**src/rtl/alu_issue_pkg.sv**
```systemverilog
// Purpose : shared types and constants for the ALU issue/retire pipeline.
// Latency : n/a (package only).
// Backpressure: n/a (package only).
//
// Contents: datapath width, RV32I opcode constants, and the 4-bit ALU
// operation codes that the shared ALU understands.
package alu_issue_pkg;

  localparam int XLEN = 32;

  // RV32I major opcodes handled by the issue stage.
  localparam logic [6:0] OPC_OP     = 7'b0110011;
  localparam logic [6:0] OPC_OP_IMM = 7'b0010011;
  localparam logic [6:0] OPC_LUI    = 7'b0110111;
  localparam logic [6:0] OPC_BRANCH = 7'b1100011;

  // ALU operation codes; ALU_ADD is the idle/reset code.
  typedef enum logic [3:0] {
    ALU_ADD    = 4'd0,
    ALU_SUB    = 4'd1,
    ALU_AND    = 4'd2,
    ALU_OR     = 4'd3,
    ALU_XOR    = 4'd4,
    ALU_LSL    = 4'd5,
    ALU_LSR    = 4'd6,
    ALU_PASS_1 = 4'd7
  } alu_op_e;

  // Decoded instruction as held in the D stage register.
  typedef struct packed {
    alu_op_e         op;
    logic [XLEN-1:0] in_0;
    logic [XLEN-1:0] in_1;
    logic [4:0]      rd;
    logic            we;
    logic            branch;
    logic            is_bne;
    logic            illegal;
  } dec_t;

endpackage

```
**src/rtl/alu_decode.sv**
```systemverilog
// Purpose : combinational RV32I decode of OP/OP-IMM/LUI/BEQ/BNE into ALU op + operands.
// Latency : 0 cycles (pure combinational).
// Backpressure: none; outputs follow inputs.
//
// Ports: instr/rs1/rs2 in; op, in_0, in_1, rd, we, branch, is_bne, illegal out.
module alu_decode
  import alu_issue_pkg::*;
(
  input  logic [31:0]     instr,
  input  logic [XLEN-1:0] rs1,
  input  logic [XLEN-1:0] rs2,
  output logic [3:0]      op,
  output logic [XLEN-1:0] in_0,
  output logic [XLEN-1:0] in_1,
  output logic [4:0]      rd,
  output logic            we,
  output logic            branch,
  output logic            is_bne,
  output logic            illegal
);

  logic [6:0]      opcode;
  logic [2:0]      funct3;
  logic [6:0]      funct7;
  logic [XLEN-1:0] imm_i;
  logic [XLEN-1:0] imm_u;
  logic            legal;
  alu_op_e         op_e;

  // rs1 register-index field is resolved upstream; not needed here.
  logic unused_rs1_idx;
  assign unused_rs1_idx = ^instr[19:15];

  assign opcode = instr[6:0];
  assign funct3 = instr[14:12];
  assign funct7 = instr[31:25];
  assign rd     = instr[11:7];
  assign imm_i  = {{(XLEN-12){instr[31]}}, instr[31:20]};
  assign imm_u  = {instr[31:12], 12'b0};

  always_comb begin
    op_e   = ALU_ADD;
    in_0   = '0;
    in_1   = '0;
    branch = 1'b0;
    is_bne = 1'b0;
    legal  = 1'b0;
    unique case (opcode)
      OPC_OP: begin
        in_0  = rs1;
        in_1  = rs2;
        legal = 1'b1;
        if (funct7 == 7'b0000000) begin
          case (funct3)
            3'b000: op_e = ALU_ADD;
            3'b100: op_e = ALU_XOR;
            3'b110: op_e = ALU_OR;
            3'b111: op_e = ALU_AND;
            // The ALU shifts by its whole second operand, so keep only
            // the architectural 5-bit shift amount.
            3'b001: begin op_e = ALU_LSL; in_1 = {{(XLEN-5){1'b0}}, rs2[4:0]}; end
            3'b101: begin op_e = ALU_LSR; in_1 = {{(XLEN-5){1'b0}}, rs2[4:0]}; end
            default: legal = 1'b0;
          endcase
        end else if (funct7 == 7'b0100000 && funct3 == 3'b000) begin
          op_e = ALU_SUB;
        end else begin
          legal = 1'b0;
        end
      end
      OPC_OP_IMM: begin
        in_0  = rs1;
        in_1  = imm_i;
        legal = 1'b1;
        case (funct3)
          3'b000: op_e = ALU_ADD;
          3'b100: op_e = ALU_XOR;
          3'b110: op_e = ALU_OR;
          3'b111: op_e = ALU_AND;
          // SRAI shares funct3 101 with a non-zero funct7; reject it.
          3'b001: begin op_e = ALU_LSL; in_1 = {{(XLEN-5){1'b0}}, instr[24:20]}; legal = (funct7 == 7'b0); end
          3'b101: begin op_e = ALU_LSR; in_1 = {{(XLEN-5){1'b0}}, instr[24:20]}; legal = (funct7 == 7'b0); end
          default: legal = 1'b0;
        endcase
      end
      OPC_LUI: begin
        op_e  = ALU_PASS_1;
        in_1  = imm_u;
        legal = 1'b1;
      end
      OPC_BRANCH: begin
        if (funct3 == 3'b000 || funct3 == 3'b001) begin
          op_e   = ALU_SUB;
          in_0   = rs1;
          in_1   = rs2;
          branch = 1'b1;
          is_bne = funct3[0];
          legal  = 1'b1;
        end
      end
      default: legal = 1'b0;
    endcase

    // Unsupported encodings issue a harmless ADD 0,0.
    if (!legal) begin
      op_e   = ALU_ADD;
      in_0   = '0;
      in_1   = '0;
      branch = 1'b0;
      is_bne = 1'b0;
    end
  end

  assign op      = op_e;
  assign illegal = !legal;
  assign we      = legal && !branch && (rd != 5'd0);

endmodule

```
**src/rtl/alu_issue.sv**
```systemverilog
// Purpose : two-stage issue (D) / retire (R) pipeline driving the shared combinational ALU.
// Latency : 2 cycles accept-to-res_valid, 1 instruction/cycle with res_ready high.
// Backpressure: res_ready low holds R then D; instr_ready drops once D cannot advance.
//
// Ports: clk/reset/flush; instr_valid/instr_ready/instr/rs1_val/rs2_val from operand
// fetch; alu_op/alu_in_0/alu_in_1 to the ALU, alu_out/alu_zero back; res_* to writeback.
module alu_issue
  import alu_issue_pkg::*;
(
  input  logic            clk,
  input  logic            reset,
  input  logic            flush,
  input  logic            instr_valid,
  output logic            instr_ready,
  input  logic [31:0]     instr,
  input  logic [XLEN-1:0] rs1_val,
  input  logic [XLEN-1:0] rs2_val,
  output logic [3:0]      alu_op,
  output logic [XLEN-1:0] alu_in_0,
  output logic [XLEN-1:0] alu_in_1,
  input  logic [XLEN-1:0] alu_out,
  input  logic            alu_zero,
  output logic            res_valid,
  input  logic            res_ready,
  output logic [XLEN-1:0] res_data,
  output logic [4:0]      res_rd,
  output logic            res_we,
  output logic            res_branch,
  output logic            res_taken,
  output logic            res_illegal
);

  logic [3:0] dec_op;
  dec_t       dec;
  dec_t       d_q;
  logic       d_valid;
  logic       d_adv;
  logic       accept;

  alu_decode u_decode (
    .instr   (instr),
    .rs1     (rs1_val),
    .rs2     (rs2_val),
    .op      (dec_op),
    .in_0    (dec.in_0),
    .in_1    (dec.in_1),
    .rd      (dec.rd),
    .we      (dec.we),
    .branch  (dec.branch),
    .is_bne  (dec.is_bne),
    .illegal (dec.illegal)
  );
  assign dec.op = alu_op_e'(dec_op);

  // D moves into R whenever R is empty or being drained this cycle.
  assign d_adv       = d_valid && (!res_valid || res_ready);
  assign instr_ready = !flush && (!d_valid || d_adv);
  assign accept      = instr_valid && instr_ready;

  // D stage: data registers only load on accept so the ALU inputs stay
  // stable while an instruction is stalled.
  always_ff @(posedge clk) begin
    if (reset) begin
      d_valid <= 1'b0;
      d_q     <= '0;
    end else if (flush) begin
      d_valid <= 1'b0;
    end else if (accept) begin
      d_valid <= 1'b1;
      d_q     <= dec;
    end else if (d_adv) begin
      d_valid <= 1'b0;
    end
  end

  assign alu_op   = d_q.op;
  assign alu_in_0 = d_q.in_0;
  assign alu_in_1 = d_q.in_1;

  // R stage: captures the ALU result as D advances; a simultaneous pop
  // and load keeps res_valid high.
  always_ff @(posedge clk) begin
    if (reset) begin
      res_valid   <= 1'b0;
      res_data    <= '0;
      res_rd      <= '0;
      res_we      <= 1'b0;
      res_branch  <= 1'b0;
      res_taken   <= 1'b0;
      res_illegal <= 1'b0;
    end else if (flush) begin
      res_valid <= 1'b0;
    end else if (d_adv) begin
      res_valid   <= 1'b1;
      res_data    <= alu_out;
      res_rd      <= d_q.rd;
      res_we      <= d_q.we;
      res_branch  <= d_q.branch;
      res_taken   <= d_q.branch & (d_q.is_bne ? !alu_zero : alu_zero);
      res_illegal <= d_q.illegal;
    end else if (res_ready) begin
      res_valid <= 1'b0;
    end
  end

endmodule

```
**config.mk**
```make
export PLATFORM = sky130hd
export DESIGN_NAME = alu_issue
export DESIGN_NICKNAME = d
export VERILOG_FILES = /design/src/rtl/alu_issue_pkg.sv /design/src/rtl/alu_decode.sv /design/src/rtl/alu_issue.sv
export SDC_FILE = /design/constraint.sdc
export NUM_CORES = 1
export LEC_CHECK = 0
export BUFFER_PORTS_ARGS = -buffer_cell sky130_fd_sc_hd__buf_4
export CORE_UTILIZATION = 45
export DETAILED_ROUTE_END_ITERATION = 6
export GPL_ROUTABILITY_DRIVEN = 0
export PLACE_DENSITY = 0.87
export SLEW_MARGIN = 40
export SYNTH_ARGS = -nofsm -noshare
export SYNTH_HDL_FRONTEND = slang
export SYNTH_SLANG_ARGS = --single-unit
```
**constraint.sdc**
```tcl
create_clock -name clk -period 2.6 [get_ports clk]
set_clock_uncertainty 0.2 [all_clocks]
set_input_delay 0.26 -clock clk [delete_from_list [all_inputs] [get_ports clk]]
set_output_delay 0.26 -clock clk [all_outputs]
set_load 0.01 [all_outputs]
```
==> impl_metrics.tcl <==
set metrics [dict create \
    async_flop_share 0 \
    fp.dieH_um 111 \
    ctsRootBufferMaster "clkbuf_16" \
    die_area_um2 12300 \
    fin_nets 1022 \
    min_period_ns 2.40 \
    grt_max_degree 66 \
    leakage_nw 3.50 \
    grt_pass1_vias 5590 \
    avgSynthCellArea_um2 8.94 \
    power.total_mw 4.75 \
    fin_crit_sh 0.923 \
    critical-path-top-delay-family "buffers and inverters" \
    violations "design-rule violations" \
    drc_errors 36 \
    cts_buffers 17 \
    dpl.hpwl_mm 10.5 \
    tightest_slew_ns 0.797 \
    fin_cells 1046 \
    synth.area.mux_share 0 \
    synth-simple-area-share 0.166 \
    ys_seq_area_frac 0.446 \
    via_count 5726 \
    max_stage_delay_ns 0.58 \
    dpl.cell_count 893 \
    yosysWarnings 0 \
    start_util 0.464 \
    synth_top_family_by_area "compound AO/OA/AOI/OAI gates" \
    drv_cap 0 \
    grt_use_total 0.299 \
    fp-row-count 39 \
    rsz0062_at_grt "no" \
    synthCells 598 \
    relSlewSlack 0.469 \
    via_per_inst 5.47 \
    synth.cell_area_um2 5340 \
    required_ns 2.68 \
    critPathLaunchType "primary input" \
    clock_latency_ns 0.41 \
    endpoint_kind "flip-flop" \
    postRouteAntennaNets 0 \
    ctsLongestPathBuffers 2 \
    crit_chain "dlygate4sd3_1, buf_4, nand2b_1, nor3_2, o41ai_4, buf_4, a22oi_1, dlygate4sd3_1, o21ai_0" \
    synth-xor-area-share 0.00164 \
    wire_per_inst_um 17.8 \
    grt-ovfl-total 0 \
    cp_slowest_cell "dlygate4sd3_1" \
    final-hold-violation-count 0 \
    fmax_ghz 0.416 \
    drt-initial-drc-count 511 \
    htree_levels 4 \
    cp_num_buf_inv 4 \
    antenna_found_initial 2 \
    drive_above_1_share 0.366 \
    status "finished with violations" \
    synth_edf_count 0 \
    ir_worst_vdd_mv 0.581 \
    synth_compound_area_frac 0.251 \
    cts_sinks 119 \
    path_clk_slew_ns 0.06 \
    cts_tree "yes" \
    synthDistinctLibCells 56 \
    syn-num-nets 732 \
    critPathKind "in2reg" \
    first_pass_iters 7 \
    ys.flop_type "dfxtp_1" \
    synth-seq-cells 119 \
    critPathArrivalTime_ns 2.48 \
    die_w_um 111 \
    routed_wl_mm 18.6 \
    setup_viol 0 \
    holdCritPathClass "in2reg" \
    ios 245 \
    core_um2 11500 \
    synth-adder-area-share 0 \
    pwr_density_cell_nw_per_um2 551 \
    grt_pass1_wl_mm 28.8 \
    syn_to_final_growth_pct 61.5 \
    worstPathMaxFanout 8 \
    slew_violations 0 \
    numPortBuffers 243 \
]
-- kinds of logic after synthesis --
group	after synthesis
AO/OA/AOI/OAI	170
XOR/XNOR	1
buffers and inverters	112
flip-flops	119
other	1
AND/OR/NAND/NOR	195
-- final timing paths --
kind | startpoint | endpoint | slack [ns] | cells after the start
max reg2reg | res_valid$_SDFFE_PP0P_ | alu_in_1[3]$_SDFFE_PP0P_ | 0.44 | 5
min | rs2_val[11] | alu_in_1[11]$_SDFFE_PP0P_ | 0.05 | 3
max | instr[12] | alu_in_1[8]$_SDFFE_PP0P_ | 0.20 | 9
min reg2reg | d_q[8]$_SDFFE_PP0P_ | res_rd[4]$_SDFFE_PP0P_ | 0.25 | 2
-- where the power goes --
| group | total (mW) | switching [mW] | internal, mW |
|---|---|---|---|
| Combinational | 0.487 | 0.202 | 0.285 |
| Clock | 2.42 | 0.865 | 1.55 |
| Sequential | 1.85 | 0.00924 | 1.84 |
| Total | 4.75 | 1.08 | 3.68 |
-- sequential cells by signal, summed over array words and instances, names as in the netlist --
| register | count |
|---|---|
| res_valid | 1 |
| alu_in_0 | 32 |
| res_data | 32 |
| res_illegal | 1 |
| res_rd | 5 |
| res_taken | 1 |
| res_branch | 1 |
| alu_in_1 | 32 |
| alu_op | 3 |
| d_q | 9 |
| res_we | 1 |
| d_valid | 1 |
-- worst register-to-register path: cells and delay by family (launching register included) --
family	cells	cell delay, ns
simple gates	2	0.44
compound gates	3	1.10
flops	1	0.32
-- synthesized netlist by cell type, types with 2 or more instances --
cell / n / share of area
nand2_1: 151 / 0.11
dfxtp_1: 119 / 0.45
buf_4: 68 / 0.096
a21oi_1: 50 / 0.047
a22o_1: 32 / 0.052
clkbuf_1: 30 / 0.021
o21ai_0: 22 / 0.021
a221oi_1: 20 / 0.033
a221oi_2: 19 / 0.053
a22oi_1: 12 / 0.017
nor2_1: 10 / 0.0070
buf_2: 5 / 0.0047
buf_6: 5 / 0.011
nor3_1: 5 / 0.0047
nand2b_1: 3 / 0.0035
a211oi_1: 2 / 0.0028
a31oi_1: 2 / 0.0023
and3b_1: 2 / 0.0033
inv_1: 2 / 0.0014
nor2b_1: 2 / 0.0023
or3_1: 2 / 0.0023
-- area by class of cell --
type	count	area [um^2]
Antenna cell	2	5.00
Clock buffer	20	457
Clock inverter	12	151
Fill cell	718	2880
Inverter	3	11.3
Multi-Input combinational cell	367	2270
Sequential cell	119	2380
Tap cell	143	179
Timing Repair Buffer	380	3170
-- timing repair --
item / 4_1_cts / 5_1_grt
endpoints found under the setup margin: 0 / 1
hold endpoints to repair: 108 / 0
hold buffers: 118 / 0
resized for setup: 0 / 1
setup buffers: 0 / 1
-- routing by layer --
metal  vias to the layer above  part of all wire  track usage
met3                        69             0.079       0.0837
met2                       311              0.49        0.504
met1                      2707              0.39        0.339
li1                       2639                 -            -
met4                         0             0.044        0.173
met5                         -                 0            0
-- layout by cell type (no fill, tap or decap), types with 3 or more instances in the layout --
cell	n
a221oi_2	19
nor3_1	4
a22oi_1	12
o21ai_0	22
clkinv_2	3
a221oi_1	20
bufinv_16	3
buf_4	260
a21oi_1	50
clkbuf_16	17
a22o_1	32
dlygate4sd3_1	118
nor2_1	9
nand2b_1	3
clkinvlp_4	5
dfxtp_1	119
nand2_1	151
-- stage by stage --
stage | setup WS, ns | hold slack [ns] | utilization | cell area, um^2 | TNS, ns
finish | 0.199 | 0.0488 | 0.750 | 8630 | 0
global route | 0.0909 | 0.0370 | 0.750 | 8630 | 0
CTS | 0.190 | 0.0325 | 0.748 | 8610 | 0
detailed placement | 0.0749 | 0.246 | 0.592 | 6820 | 0
global placement | -0.0817 | 0.239 | 0.591 | 6810 | -0.476
floorplan | 0.409 | 0.139 | - | 5340 | 0
No activity file was read; power rests on OpenSTA's default activity.
